`src/rtl/instr_encoder.sv`:
```
// Instruction encoder/loader: encodes symbolic instructions into 32-bit words,
// buffers them in a small FIFO and writes them sequentially into instruction memory.
module instr_encoder #(
  parameter int unsigned ADDR_W = 10,
  parameter int unsigned DEPTH  = 4
) (
  input  logic              clk,
  input  logic              reset,
  input  logic              start,
  input  logic              finish,
  input  logic [ADDR_W-1:0] base_addr,
  input  logic              in_valid,
  output logic              in_ready,
  input  logic [3:0]        in_op,
  input  logic [4:0]        in_rs,
  input  logic [4:0]        in_rt,
  input  logic [4:0]        in_rd,
  input  logic [15:0]       in_imm,
  input  logic [25:0]       in_target,
  input  logic              imem_stall,
  output logic              imem_we,
  output logic [ADDR_W-1:0] imem_addr,
  output logic [31:0]       imem_wdata,
  output logic [ADDR_W:0]   instr_count,
  output logic              done,
  output logic              illegal_err,
  output logic              wrap_err
);

  localparam int unsigned PTR_W = (DEPTH > 1) ? $clog2(DEPTH) : 1;
  localparam int unsigned CNT_W = PTR_W + 1;
  localparam int unsigned ICW   = ADDR_W + 1;

  localparam logic [1:0] S_IDLE  = 2'd0;
  localparam logic [1:0] S_RUN   = 2'd1;
  localparam logic [1:0] S_DRAIN = 2'd2;
  localparam logic [1:0] S_DONE  = 2'd3;

  logic [1:0]        state_q;
  logic [1:0]        state_d;
  logic [31:0]       fifo_mem [DEPTH];
  logic [PTR_W-1:0]  wr_idx;
  logic [PTR_W-1:0]  rd_idx;
  logic [CNT_W-1:0]  fifo_cnt;
  logic [CNT_W-1:0]  fifo_cnt_d;
  logic [ADDR_W-1:0] wptr;
  logic              in_ready_d;
  logic [31:0]       enc_word_c;
  logic              op_legal_c;
  logic              accept_c;
  logic              push_c;
  logic              pop_c;

  // Combinational encode of the request currently on the input
  always_comb begin
    enc_word_c = 32'h0;
    op_legal_c = 1'b1;
    case (in_op)
      4'd0:    enc_word_c = {6'b100000, in_rs, in_rt, in_rd, 11'b0};
      4'd1:    enc_word_c = {6'b100011, in_rs, in_rt, in_imm};
      4'd2:    enc_word_c = {6'b101011, in_rs, in_rt, in_imm};
      4'd3:    enc_word_c = {6'b001000, in_rs, 21'b0};
      4'd4:    enc_word_c = {6'b000011, in_target};
      4'd5:    enc_word_c = {6'b100110, in_rs, in_rt, in_rd, 11'b0};
      4'd6:    enc_word_c = {6'b001110, in_rs, in_rt, in_imm};
      4'd7:    enc_word_c = {6'b000100, in_rs, 5'b0, in_rd, 11'b0};
      4'd8:    enc_word_c = {6'b010000, in_rs, in_rt, in_imm};
      4'd9:    enc_word_c = {6'b000000, in_rs, in_rt, in_rd, 11'b0};
      4'd10:   enc_word_c = {6'b000010, in_rs, in_rt, in_rd, 11'b0};
      default: op_legal_c = 1'b0;
    endcase
  end

  // A start in the same cycle wins over any handshake or write
  always_comb begin
    accept_c = in_valid && in_ready && !start;
    push_c   = accept_c && op_legal_c;
    pop_c    = !start && ((state_q == S_RUN) || (state_q == S_DRAIN)) &&
               (fifo_cnt != '0) && !imem_stall;
  end

  // Next state plus next values of the registered handshake/status outputs
  always_comb begin
    state_d    = state_q;
    fifo_cnt_d = fifo_cnt;
    if (start) begin
      state_d    = S_RUN;
      fifo_cnt_d = '0;
    end else begin
      fifo_cnt_d = fifo_cnt + CNT_W'(push_c) - CNT_W'(pop_c);
      case (state_q)
        S_IDLE:  state_d = S_IDLE;
        S_RUN:   if (finish) state_d = S_DRAIN;
        S_DRAIN: if ((fifo_cnt == '0) && !imem_we) state_d = S_DONE;
        S_DONE:  state_d = S_IDLE;
        default: state_d = S_IDLE;
      endcase
    end
    in_ready_d = (state_d == S_RUN) && (fifo_cnt_d != CNT_W'(DEPTH));
  end

  always_ff @(posedge clk) begin
    if (reset) begin
      state_q  <= S_IDLE;
      in_ready <= 1'b0;
      done     <= 1'b0;
      fifo_cnt <= '0;
    end else begin
      state_q  <= state_d;
      in_ready <= in_ready_d;
      done     <= (state_d == S_DONE);
      fifo_cnt <= fifo_cnt_d;
    end
  end

  always_ff @(posedge clk) begin
    if (push_c) fifo_mem[wr_idx] <= enc_word_c;
  end

  // FIFO pointers, memory write port and sticky status
  always_ff @(posedge clk) begin
    if (reset) begin
      wr_idx      <= '0;
      rd_idx      <= '0;
      wptr        <= '0;
      imem_we     <= 1'b0;
      imem_addr   <= '0;
      imem_wdata  <= '0;
      instr_count <= '0;
      illegal_err <= 1'b0;
      wrap_err    <= 1'b0;
    end else begin
      imem_we <= pop_c;
      if (start) begin
        wr_idx      <= '0;
        rd_idx      <= '0;
        wptr        <= base_addr;
        instr_count <= '0;
        illegal_err <= 1'b0;
        wrap_err    <= 1'b0;
      end else begin
        if (push_c) wr_idx <= wr_idx + PTR_W'(1);
        if (accept_c && !op_legal_c) illegal_err <= 1'b1;
        if (pop_c) begin
          rd_idx     <= rd_idx + PTR_W'(1);
          imem_addr  <= wptr;
          imem_wdata <= fifo_mem[rd_idx];
          wptr       <= wptr + ADDR_W'(1);
          if (instr_count != '1) instr_count <= instr_count + ICW'(1);
          if (wptr == '1) wrap_err <= 1'b1;
        end
      end
    end
  end

endmodule

```
`config.mk`:
```
export PLATFORM = sky130hd
export DESIGN_NAME = instr_encoder
export DESIGN_NICKNAME = d
export VERILOG_FILES = /design/src/rtl/instr_encoder.sv
export SDC_FILE = /design/constraint.sdc
export NUM_CORES = 1
export LEC_CHECK = 0
export ABC_AREA = 1
export BUFFER_PORTS_ARGS = -buffer_cell sky130_fd_sc_hd__buf_2
export CORE_MARGIN = 4
export CORE_UTILIZATION = 40
export CTS_CLUSTER_DIAMETER = 40
export DETAILED_ROUTE_END_ITERATION = 8
export SLEW_MARGIN = 20
export SYNTH_ARGS = -nofsm -noshare
export SYNTH_HDL_FRONTEND = slang
export SYNTH_SLANG_ARGS = --single-unit
export TNS_END_PERCENT = 50
```
`constraint.sdc`:
```
create_clock -name clk -period 6.4 [get_ports clk]
set_input_delay 0.96 -clock clk [delete_from_list [all_inputs] [get_ports clk]]
set_output_delay 0.96 -clock clk [all_outputs]
set_load 0.005 [all_outputs]
```
* After elaboration in Yosys (flattened, before gate mapping) *
Memories as Yosys holds them, arrays and structs flattened. A register that Yosys moved wholly into a read port is not among the register bits.
Cells that the tools add are included.

word-level totals
  memories = 1
  RAM bits = 128
  word-level logic and storage cells = 74
  output and inout bits = 58
  bits in registers = 45

memories
  name      depth  bits a word  rd ports  clocked after Yosys merged registers in  write ports  line  text
  fifo_mem  4      32           1         1                                        1            41    logic [31:0] fifo_mem [DEPTH];

operators by class
  add/subtract/negate cells = 6
  eq/ne operators = 18
  mux-type cells = 11
  bitwise operators = 1
  reduce and logical (&&, ||, !) cells = 25

operators with widths
  cell                                            number
  one-hot mux 32 bit (11 select lines)            1
  2-to-1 mux 10 bit                               2
  == test 4 x 3 -> 1 bit (second input constant)  4
  == test 4 bit (second input constant)           3
  adder 11 x 1 -> 11 bit (second input constant)  1
  != test 11 bit (second input constant)          1
  OR reduction 11 bit                             1
  adder 10 x 1 -> 10 bit (second input constant)  1
  == test 10 bit (second input constant)          1
  logical AND 1 bit                               9
  == test 4 x 2 -> 1 bit (second input constant)  2
  == test 2 bit (second input constant)           3
  2-to-1 mux 2 bit                                3
  one-hot mux 2 bit (3 select lines)              1
  AND reduction 2 bit                             3
  adder 2 x 1 -> 2 bit (second input constant)    2
  == test 2 x 1 -> 1 bit (second input constant)  2
  == test 4 x 1 -> 1 bit (second input constant)  1
  zero test 1 bit                                 4
  zero test 4 bit                                 1
  OR reduction 2 bit                              2
  adder 3 x 1 -> 3 bit                            1
  zero test 3 bit                                 1
  2-to-1 mux 1 bit                                3
  8 further kinds                                 8

* Depth between registers and ports, before layout *
  depth in word-level cells = 9
  depth in mapped cells = 17

* Worst setup path after synthesis *
Ideal clock, no wire load.

  kind = input to register
  start = input start
  end = memory fifo_mem[0][0] (enable)
  arrival time = 2.816 ns
  stages = 4
  setup slack = 3.163 ns
  required time = 5.979 ns
  library setup time = 0.421 ns
  buffers on the path = 1
  cell sequence = buf_2 > nor2_1 > o21ai_4 > nor2_1

between the ends
  cells in the longest elaborated chain, start to end = 5

ends and longest elaborated chain
  what                                    line  text
  start: declaration                      9     input logic start,
  zero test 1 bit                         76    accept_c = in_valid && in_ready && !start;
  logical AND 1 bit                       76
  logical AND 1 bit                       77    push_c = accept_c && op_legal_c;
  2-to-1 mux 1 bit                        117   if (push_c) fifo_mem[wr_idx] <= enc_word_c;
  2-to-1 mux 1 bit (implied by the code)  117
  end: declaration                        41

Every way passes these cells.

* Final worst setup path *
  start = register state_q[0]
  end = register in_ready

between the ends
  cells in the longest elaborated chain, start to end = 9
  elaborated cells between the ends (all ways) = 18
  those cells by class = add/sub: 1; eq/ne: 5; mux: 5; reduce/logical: 7

ends and longest elaborated chain
  what                                                     line    text
  start: declaration                                       39      logic [1:0] state_q;
  start signal: assignment                                 109     state_q <= state_d;
  == test 2 x 1 -> 1 bit or == test 2 bit (tied branches)  78, 91
  logical OR 1 bit                                         78      pop_c = !start && ((state_q == S_RUN) || (state_q == S_DRAIN)) &&
  logical AND 1 bit (2 in series)                          78
  logical AND 1 bit                                        79      (fifo_cnt != '0) && !imem_stall;
  subtractor 3 x 1 -> 3 bit                                90      fifo_cnt_d = fifo_cnt + CNT_W'(push_c) - CNT_W'(pop_c);
  2-to-1 mux 3 bit                                         86      if (start) begin
  != test 3 bit                                            99      in_ready_d = (state_d == S_RUN) && (fifo_cnt_d != CNT_W'(DEPTH));
  logical AND 1 bit (*)                                    99
  end signal: assignment                                   110     in_ready <= in_ready_d;
  end: declaration                                         13      output logic in_ready,

Mark *: on every way between the ends. The rest lies on a longest branch, timed or not.
A chain may end at the register's enable or synchronous reset.

==> metrics.txt <==
slew at the pin closest to its max-slew limit=0.977 ns; met2 WL=9.41 mm; crit-path leading delay family=simple AND/OR/NAND/NOR gates; largest net degree at the start of global routing=72; Max FO, Critical Path=24; Synth cell types=37; synth cell count leaders=nor2_1 (182), edfxtp_1 (128), nand2_1 (120); Leak=4.24 nW; Final Core Density=0.501; CTS HTree Levels=1; Ys Warns=0; Slew headroom=0.349; synthesized instance count=879; Fill cells=1923; via count=6479; RSZ-0062 raised after global routing=no; post-synth top area cell=edfxtp_1; antenna violations before repair=0; worst-case clock skew=0.00788 ns; slowest CP cell=nor2_4; setup violators final=0; Die Width=155 um; # diodes=0; synthesis-stage register bit count=205; # hold bufs at CTS=0; grt ovf=0; # IOs=135; Largest stage delay, worst path=0.45 ns; Top Metal Used=met4; Post-CTS Resized=0; initial DRC count=349; PortBufs=134; critical path arrival=3.42 ns; Clk pin slew, worst setup/hold paths=0.05 ns; Worst EP required=6.87 ns; 1st-pass router iterations=5; post-synthesis sequential area ratio=0.627; Min-Delay Path Class=reg2reg; clk sinks=205; die area=23900 um^2; PwrDens=299 nW/um^2; DRC=0; Top FF cell, synth=edfxtp_1; number of routed nets with antenna violations=0; CTS tree=built; first-pass GRT wire length=32.3 mm; Rows=53; Post-synth EDFFs=128; met3 WL=1.20 mm; Max Cap Viol=0; top-area cell type share of the netlist area=0.447; CP bufs+invs=3; CTS Buffer Depth=3; Root Driver=clkbuf_16; dpl hpwl=12.4 mm; Vias per Instance=4.95; Slew Limit Fails=0; CP startpoint kind=flop; area grow syn2layout=23.0%; top-count cell post-synth=nor2_1; vias in the first global route=6156; met1 wire length=9.07 mm; crit path cell chain=inv_1 > ha_1 > nor2_2 > nand2_1 > nor2_4 > ha_1 > inv_1 > ha_1 > inv_1 > fa_1 > or2_2 > nand4_1 > nand2_1 > nor2_1; VDD IR max=0.173 mV; Synthesized Nets=968; core area=21100 um^2; endpoints failing hold=0; total length of routed wires=20.2 mm; Setup crit end kind=flop; synthesized area=8590 um^2; setup bufs post-CTS=0; Nets=1099; run status=finished, final reports clean; gpl congestion=0.815; Wirelength per Cell=15.4 um; Chip Height=155 um; Total Neg Setup Slack=0 ns; Async S/R FF share, synth=0; Crit Path Category=reg2reg; Tot GR Track Use=0.166; Worst-Skew Late Latency=0.53 ns; layout cells sized above 1=0.207; Initial Util=0.407; CTS Buf Count=30; top cells by area, synth=edfxtp_1 (45%), dfxtp_1 (18%), nor2_1 (8.0%), o21ai_0 (5.9%), nand2_1 (5.2%); fmax=338 MHz; Final min period=2.96 ns; final period utilization=0.462; syn avg cell area=9.77 um^2
cell type report:
type | count | area (um^2) | area share
Clock buffer | 38 | 832 | 0.0788
Clock inverter | 18 | 198 | 0.0187
Inverter | 58 | 218 | 0.0206
Multi-Input combinational cell | 572 | 2790 | 0.265
Sequential cell | 205 | 5390 | 0.510
Tap cell | 275 | 344 | 0.0326
Timing Repair Buffer | 143 | 791 | 0.0749
worst min-delay path, delay by kind of cell, from the launching register on:
kind | cells | cell delay (ns)
AO/OA/AOI/OAI | 1 | 0.05
flip-flops | 1 | 0.30
AND/OR/NAND/NOR | 1 | 0.06
cell usage in the layout, fill, tap and decap left out, types with 4 or more instances in the layout:
cell type | netlist | layout
a31oi_1 | 34 | 34
nor2_4 | 2 | 6
xor2_1 | 4 | 4
buf_2 | 18 | 134
nand4_1 | 4 | 4
clkinv_1 | 2 | 4
nor2_1 | 182 | 178
o21ai_1 | 26 | 26
clkinvlp_4 | 0 | 5
nand2_1 | 120 | 120
nand3_1 | 31 | 31
edfxtp_1 | 128 | 128
clkbuf_16 | 0 | 31
a22o_1 | 11 | 11
clkinv_4 | 0 | 5
clkbuf_1 | 16 | 4
inv_2 | 4 | 4
a21oi_1 | 25 | 25
o21ai_0 | 101 | 101
inv_1 | 52 | 52
buf_4 | 5 | 6
ha_1 | 11 | 11
dfxtp_1 | 77 | 76
cell families (layout without fill, tap and decap cells):
logic type | Yosys count | in the layout | synth area share
compound gates | 208 | 208 | 0.136
xor+xnor | 5 | 5 | 0.00510
simple gates | 347 | 347 | 0.162
buf+inv | 102 | 257 | 0.0513
fa+ha+maj | 12 | 12 | 0.0184
flops | 205 | 205 | 0.627
where the power goes:
part | total (mW) | leakage (nW) | internal [mW] | switching [mW]
clock | 1.62 | 0.488 | 1.04 | 0.582
sequential | 1.43 | 1.80 | 1.42 | 0.00666
combinational | 0.111 | 1.95 | 0.0397 | 0.0713
layer usage:
layer  up-vias  global-route usage
li1       3287                   -
met1      2975               0.221
met2       182               0.280
met3        35              0.0302
met4         0              0.0475
met5         -                   0
registers in the layout (all words and copies together) (netlist names):
signal	flops
fifo_mem	128
in_ready	1
wptr	10
rd_idx	2
state_q	2
imem_wdata	32
wr_idx	2
done	1
instr_count	11
illegal_err	1
wrap_err	1
imem_addr	10
fifo_cnt	3
imem_we	1
final timing paths:
path,start,to,slack [ns],cells past startpoint
worst max-delay path,state_q[0]$_SDFF_PP0_,in_ready$_SDFF_PP0_,3.44,14
worst min-delay path,imem_addr[8]$_SDFFE_PP0P_,imem_addr[8]$_SDFFE_PP0P_,0.46,2
worst max register to register,state_q[0]$_SDFF_PP0_,in_ready$_SDFF_PP0_,3.44,14
worst min register to register,imem_addr[8]$_SDFFE_PP0P_,imem_addr[8]$_SDFFE_PP0P_,0.46,2
metrics by stage:
step / std cells / hold WS (ns) / area (um^2) / setup slack [ns] / total power [mW]
final: 1309 / 0.461 / 10600 / 3.44 / 3.16
after global routing: 1309 / 0.486 / 10600 / 3.20 / 3.27
after CTS: 1306 / 0.464 / 10500 / 3.43 / 3.20
after detailed placement: 1250 / 0.456 / 9460 / 3.06 / 1.56
after global placement: 1250 / 0.454 / 9460 / 3.10 / 1.56
after floorplan: 879 / 0.460 / 8590 / 3.16 / 1.51
No activity file was read; power rests on OpenSTA's default activity.
